<file path="config.mk">
export PLATFORM = sky130hd
export DESIGN_NAME = axi_rd_arbiter
export DESIGN_NICKNAME = d
export VERILOG_FILES = /design/src/rtl/axi_rd_arbiter.sv
export SDC_FILE = /design/constraint.sdc
export NUM_CORES = 1
export LEC_CHECK = 0
export CAP_MARGIN = 5
export CELL_PAD_IN_SITES_DETAIL_PLACEMENT = 0
export CELL_PAD_IN_SITES_GLOBAL_PLACEMENT = 1
export CORE_AREA = 8 8 363 365
export CTS_CLUSTER_DIAMETER = 30
export CTS_CLUSTER_SIZE = 12
export DETAILED_ROUTE_END_ITERATION = 16
export DIE_AREA = 0 0 371 373
export MAX_ROUTING_LAYER = met4
export PLACE_DENSITY = 0.44
export SLEW_MARGIN = 0
export SYNTH_ARGS = -nofsm -noshare
export SYNTH_HDL_FRONTEND = slang
export SYNTH_SLANG_ARGS = --single-unit
</file>
<file path="constraint.sdc">
create_clock -name clk -period 1.8 [get_ports clk]
set_input_delay 0.18 -clock clk [delete_from_list [all_inputs] [get_ports clk]]
set_output_delay 0.18 -clock clk [all_outputs]
set_load 0.05 [all_outputs]
</file>
<file path="src/rtl/axi_rd_arbiter.sv">
// rtl/axi_rd_arbiter.sv - two-master round-robin AXI4 read arbiter, one outstanding burst
module axi_rd_arbiter #(
    parameter int DATA_WIDTH = 256,
    parameter int ADDR_WIDTH = 32,
    parameter int ID_WIDTH   = 4
) (
    input  logic                  clk,
    input  logic                  rst_n,
    input  logic [ID_WIDTH-1:0]   m0_arid,
    input  logic [ADDR_WIDTH-1:0] m0_araddr,
    input  logic [7:0]            m0_arlen,
    input  logic [2:0]            m0_arsize,
    input  logic [1:0]            m0_arburst,
    input  logic                  m0_arvalid,
    output logic                  m0_arready,
    output logic [ID_WIDTH-1:0]   m0_rid,
    output logic [DATA_WIDTH-1:0] m0_rdata,
    output logic [1:0]            m0_rresp,
    output logic                  m0_rlast,
    output logic                  m0_rvalid,
    input  logic                  m0_rready,
    input  logic [ID_WIDTH-1:0]   m1_arid,
    input  logic [ADDR_WIDTH-1:0] m1_araddr,
    input  logic [7:0]            m1_arlen,
    input  logic [2:0]            m1_arsize,
    input  logic [1:0]            m1_arburst,
    input  logic                  m1_arvalid,
    output logic                  m1_arready,
    output logic [ID_WIDTH-1:0]   m1_rid,
    output logic [DATA_WIDTH-1:0] m1_rdata,
    output logic [1:0]            m1_rresp,
    output logic                  m1_rlast,
    output logic                  m1_rvalid,
    input  logic                  m1_rready,
    output logic [ID_WIDTH-1:0]   s_axi_arid,
    output logic [ADDR_WIDTH-1:0] s_axi_araddr,
    output logic [7:0]            s_axi_arlen,
    output logic [2:0]            s_axi_arsize,
    output logic [1:0]            s_axi_arburst,
    output logic                  s_axi_arvalid,
    input  logic                  s_axi_arready,
    input  logic [ID_WIDTH-1:0]   s_axi_rid,
    input  logic [DATA_WIDTH-1:0] s_axi_rdata,
    input  logic [1:0]            s_axi_rresp,
    input  logic                  s_axi_rlast,
    input  logic                  s_axi_rvalid,
    output logic                  s_axi_rready,
    output logic [1:0]            grant,
    output logic                  busy,
    output logic                  len_err
);

    typedef enum logic [1:0] {IDLE, ADDR, DATA} state_t;

    state_t     state, state_nxt;
    logic       last_grant;
    logic [7:0] beat_cnt;
    logic       win0, win1, accept, ar_hs, r_hs, sel0, sel1;

    // On a tie the master that did not win last time gets the slave.
    assign win0   = m0_arvalid & (~m1_arvalid | last_grant);
    assign win1   = m1_arvalid & (~m0_arvalid | ~last_grant);
    assign accept = (state == IDLE) & (win0 | win1);

    assign m0_arready = (state == IDLE) & win0;
    assign m1_arready = (state == IDLE) & win1;

    assign s_axi_arvalid = (state == ADDR);
    assign ar_hs         = s_axi_arvalid & s_axi_arready;
    assign busy          = (state != IDLE);

    assign sel0 = (state == DATA) & grant[0];
    assign sel1 = (state == DATA) & grant[1];

    assign s_axi_rready = (sel0 & m0_rready) | (sel1 & m1_rready);
    assign r_hs         = (state == DATA) & s_axi_rvalid & s_axi_rready;

    assign m0_rvalid = sel0 & s_axi_rvalid;
    assign m0_rlast  = sel0 & s_axi_rlast;
    assign m0_rid    = sel0 ? s_axi_rid   : '0;
    assign m0_rdata  = sel0 ? s_axi_rdata : '0;
    assign m0_rresp  = sel0 ? s_axi_rresp : '0;
    assign m1_rvalid = sel1 & s_axi_rvalid;
    assign m1_rlast  = sel1 & s_axi_rlast;
    assign m1_rid    = sel1 ? s_axi_rid   : '0;
    assign m1_rdata  = sel1 ? s_axi_rdata : '0;
    assign m1_rresp  = sel1 ? s_axi_rresp : '0;

    always_comb begin
        state_nxt = state;
        case (state)
            IDLE:    if (accept) state_nxt = ADDR;
            ADDR:    if (ar_hs) state_nxt = DATA;
            DATA:    if (r_hs && s_axi_rlast) state_nxt = IDLE;
            default: state_nxt = IDLE;
        endcase
    end

    always_ff @(posedge clk or negedge rst_n) begin
        if (!rst_n) begin
            state <= IDLE;
        end else begin
            state <= state_nxt;
        end
    end

    always_ff @(posedge clk or negedge rst_n) begin
        if (!rst_n) begin
            grant         <= 2'b00;
            last_grant    <= 1'b1;
            beat_cnt      <= 8'd0;
            len_err       <= 1'b0;
            s_axi_arid    <= '0;
            s_axi_araddr  <= '0;
            s_axi_arlen   <= '0;
            s_axi_arsize  <= '0;
            s_axi_arburst <= '0;
        end else begin
            if (accept) begin
                grant         <= {win1, win0};
                last_grant    <= win1;
                beat_cnt      <= 8'd0;
                s_axi_arid    <= win1 ? m1_arid    : m0_arid;
                s_axi_araddr  <= win1 ? m1_araddr  : m0_araddr;
                s_axi_arlen   <= win1 ? m1_arlen   : m0_arlen;
                s_axi_arsize  <= win1 ? m1_arsize  : m0_arsize;
                s_axi_arburst <= win1 ? m1_arburst : m0_arburst;
            end
            if (r_hs) begin
                beat_cnt <= beat_cnt + 8'd1;
                // Early or late rlast both flag; the burst still ends only on rlast.
                if (s_axi_rlast != (beat_cnt == s_axi_arlen)) begin
                    len_err <= 1'b1;
                end
                if (s_axi_rlast) begin
                    grant <= 2'b00;
                end
            end
        end
    end

endmodule

</file>
== Yosys cells after proc, flatten, opt, wreduce, memory -nomap -nowiden ==
Index checks and enable logic that the tools add are counted.
Storage, ports and cells
  register bits: 63
  input bits: 369
  output and inout bits: 585
  word-level logic and storage cells: 67
Cells by class
  add/sub/neg operators: 1
  equality and inequality tests: 7
  mux-type cells: 20
  bitwise logic cells: 23
  reduce and logical (&&, ||, !) cells: 6
Operators by type and width (count)
  256-bit two-way mux: 2
  32-bit two-way mux: 1
  8-bit two-way mux: 3
  2-bit two-way mux: 9
  1-bit bitwise AND: 16
  4-bit two-way mux: 3
  8-bit by 1-bit adder with 8-bit output, second input constant: 1
  8-bit == test: 1
  2-bit case mux with 3 select lines: 1
  2-bit by 1-bit != test with 1-bit output, second input constant: 2
  1-bit bitwise OR: 4
  2-bit nonzero test: 2
  3-bit two-way mux: 1
  1-bit inverter: 3
  3-bit AND reduction: 1
  2-bit by 1-bit == test with 1-bit output, second input constant: 1
  2-bit == test, second input constant: 1
  2-bit zero test: 1
  2-bit != test, second input constant: 1
  2-bit AND reduction: 1
  1-bit logical AND: 1
  1-bit != test: 1

== Depth between registers and ports, before layout ==
  depth in word-level cells: 8
  mapped depth: 7
  depth with buffers taken out: 4

== Least setup slack after synthesis ==
Ideal clock, no wire load.
  kind: flip-flop to output port
  start: register grant[0]
  end: output port m0_rdata[100]
  arrival time: 1676 ps
  required time: 1620 ps
  slack: -56 ps
  cell stages (with the launch flop): 4
  path buffers: 2
  path through: dfrtp_1 -> clkbuf_1 -> clkbuf_1 -> and3_1
On the way
  word-level cells in the longest chain between the ends: 2
Ends and longest elaborated chain
  start: declaration: RTL line 48  | output logic [1:0] grant,
  start signal: assignment: RTL line 120  | grant <= {win1, win0};
  1-bit bitwise AND: RTL line 72  | assign sel0 = (state == DATA) & grant[0];
  256-bit two-way mux: RTL line 81  | assign m0_rdata = sel0 ? s_axi_rdata : '0;
  end: declaration: RTL line 17  | output logic [DATA_WIDTH-1:0] m0_rdata,
Every way passes these cells.

== Worst setup path after layout ==
  start: register state[0]
  end: output port m0_rdata[167]
On the way
  word-level cells in the longest chain between the ends: 3
Ends and longest elaborated chain
  start: declaration: RTL line 55  | state_t state, state_nxt;
  start signal: assignment: RTL line 103  | state <= state_nxt;
  2-bit == test: RTL line 72
  1-bit bitwise AND: RTL line 72
  256-bit two-way mux: RTL line 81
Every way passes these cells.

==> results.ini <==
[sta]
post-route-min-period_ns = 2.07
clock_skew_ns = 0.0111
slew_headroom = 0.638
rsz0062_at_grt = yes
hold_viol = 0
tightest_slew_ns = 0.541
finalSetupViolCount = 540
setup_ws_ns = -0.272
fmax_mhz = 483
fin_crit_sh = 1.15
maxSlewViolCount = 0

[global_route]
grt_pass1_vias = 12000
grt_start_max_net_pins = 60
grt_pass1_wl_um = 132000
antenna_found_initial = 37
overflow = 0
grtUsageTotal = 0.146

[die]
chipHeight_um = 373
io_pins = 954
num_rows = 131
dieArea_mm2 = 0.138
start_util = 0.0537
die_w_um = 371
core-area_mm2 = 0.126

[run_status]
status = complete, but fails checks
violations = negative setup slack

[critical_path]
reg2reg_depth = 8
cp_max_fo = 13
cp-start-kind = flip-flop
critPathCaptureType = output port
rr_endpoint = beat_cnt[5]
r2r_start = state[0]
cp.arrival_ns = 1.89
setup.reg_to_reg.worst_slack_ns = -0.19
cp.required_ns = 1.62
crit_type = flip-flop to output port

[finish]
final_core_util = 0.213
nNetsFinal = 2263
layout-drive-gt1-share = 0.651
area_growth_pct = 297
fin_area_mm2 = 0.0269
fillers = 13600

[power]
powerDensity_mw_per_mm2 = 1350
p_leak_nw = 11.3
ir_drop_mv = 0.558

[cts]
ctsLongestPathBuffers = 2
clock_latency_ns = 0.36
clock-root-buffer = clkbuf_16
numCtsBuffers = 9
clock-sinks = 63
clkSlewWorstSetupHoldPaths_ns = 0.06
cts_tree = built
htreeDepth = 3

[job]
cap_viol_max_count = 0

[min_path]
hold_path_class = primary input to asynchronous set/reset pin

[synthesis]
syn-num-nets = 1310
ys_types = 31
yosysTopAreaCell = and3_1
synthTopCellsByArea = and3_1 (49%), dfrtp_1 (23%), mux2i_1 (8.0%)
synth_top_area_frac = 0.490
ys_seq_area_frac = 0.232
netlist_area_mm2 = 0.00679
yosys_warnings = 0
avgSynthCellArea_um2 = 7.22
ys_seq_elements = 63
syn_inst = 940

[placement]
globalplace.congestion = 0.838
placed_cell_area_mm2 = 0.0247
dp_hpwl_um = 91400
portBuffers = 953

[drt]
wire_per_inst_um = 29.6
num_vias = 11500
drcViolationCount = 0
dr.pass1.iters = 4
wl_um = 106000
detail-route-antenna-nets = 0
drt-initial-drc-count = 496
viasPerCell = 3.21

[where the power goes]
part	switching, mW	total (mW)	leakage (nW)	internal [mW]
logic	18.0	31.9	10.4	13.9
registers	0.551	2.62	0.783	2.07
clock network	0.725	1.97	0.157	1.25
total	19.3	36.5	11.3	17.2
[how the worst max path moves through the flow]
stage / startpoint / endpoint / slack (ns) / depth (start not counted)
finish: state[0] / m0_rdata[167] / -0.27 / 7
global placement: m0_rready / len_err / -0.03 / 6
global route: state[0] / m1_rdata[160] / -0.37 / 7
floorplan: state[0] / m1_rdata[0] / 0.03 / 5
detailed placement: m0_rready / len_err / -0.03 / 6
CTS: state[0] / m0_rdata[160] / -0.33 / 7
[critical path, cell delays in order, from the launching register on]
cell,delay (ns)
dfrtp_1,0.40
nor2b_4,0.17
buf_12,0.16
buf_12,0.13
buf_12,0.14
buf_12,0.14
and3_2,0.21
buf_12,0.14
[layout make-up]
type / count / area [um^2] / area share
Tap cell: 1662 / 2080 / 0.0772
Clock inverter: 4 / 70.1 / 0.00260
Multi-Input combinational cell: 738 / 6050 / 0.224
Timing Repair Buffer: 1077 / 16900 / 0.625
Antenna cell: 19 / 47.5 / 0.00176
Inverter: 4 / 15.0 / 0.000557
Clock buffer: 12 / 246 / 0.00915
Sequential cell: 63 / 1590 / 0.0588
[layout by cell type, fill, tap and decap left out, types with 2 or more instances in the layout]
cell type and count:
nor2_1 2, buf_4 81, inv_1 4, mux2_1 3
a22o_1 3, dfrtp_4 2, nand2_1 57, clkbuf_16 24
nand4_1 2, o21ai_1 51, buf_16 15, buf_8 9
diode_2 19, bufbuf_16 2, nor4_1 2, clkbuf_1 2
bufinv_16 2, and3_1 21, xor2_1 8, a21oi_1 3
dfrtp_1 60, buf_12 568, and3_4 187, and2_1 3
clkinv_2 2, clkdlybuf4s50_1 376, mux2i_1 54, and3_2 324
buf_6 10, nand2b_1 3
[state kept, by name, indices dropped and copies added (netlist names)]
name,cells
beat_cnt,8
len_err,1
state,2
s_axi_arlen,8
last_grant,1
grant,2
s_axi_arid,4
s_axi_arburst,2
s_axi_arsize,3
s_axi_araddr,32
[repair_timing]
item	CTS	global route
gates cloned	11	17
pin swaps	3	2
gates resized for setup	139	105
hold buffers	1	0
setup endpoints to repair	535	593
buffers inserted	19	4
endpoints found under the hold margin	26	0
[Yosys cell counts]
library cell	instances
and3_1	532
clkbuf_1	123
dfrtp_1	62
nand2_1	57
mux2i_1	54
o21ai_1	52
xor2_1	8
buf_2	7
buf_4	4
inv_1	4
a21oi_1	3
a22o_1	3
and2_1	3
mux2_1	3
nand2b_1	3
nor2_1	3
nand3_1	2
nand4_1	2
nor2b_1	2
nor4_1	2
a211o_1	1
a21boi_2	1
a31oi_1	1
a32o_1	1
and4b_1	1
buf_1	1
dfstp_2	1
ha_1	1
mux2_2	1
o21a_1	1
o21ai_0	1
[stage by stage]
stage                     setup TNS, ns  hold WS [ns]  instances  worst slack (ns)  power [mW]
after detailed placement         -0.124         0.149       3494           -0.0337        31.6
after CTS                       -138.04         0.287       3541            -0.331        35.9
after global placement          -0.0348         0.149       3494           -0.0278        31.7
after global routing            -163.29         0.318       3567            -0.366        38.2
after floorplan                       0        -0.116        940            0.0274        15.9
final                           -111.09         0.285       3579            -0.272        36.5
[routing by layer]
metal	track usage	vias up	share of wire
met5	-	-	0
met4	0.0167	0	0.0084
li1	-	5358	-
met2	0.250	543	0.50
met3	0.0490	65	0.082
met1	0.171	5517	0.41
[cell families after synthesis]
logic type	after synthesis	synth area share
buf+inv	139	0.0803
fa+ha+maj	1	0.00184
xor+xnor	8	0.0103
mux	58	0.0862
flops	63	0.232
compound gates	64	0.0516
simple gates	607	0.537
(Power assumes the default switching activity.)
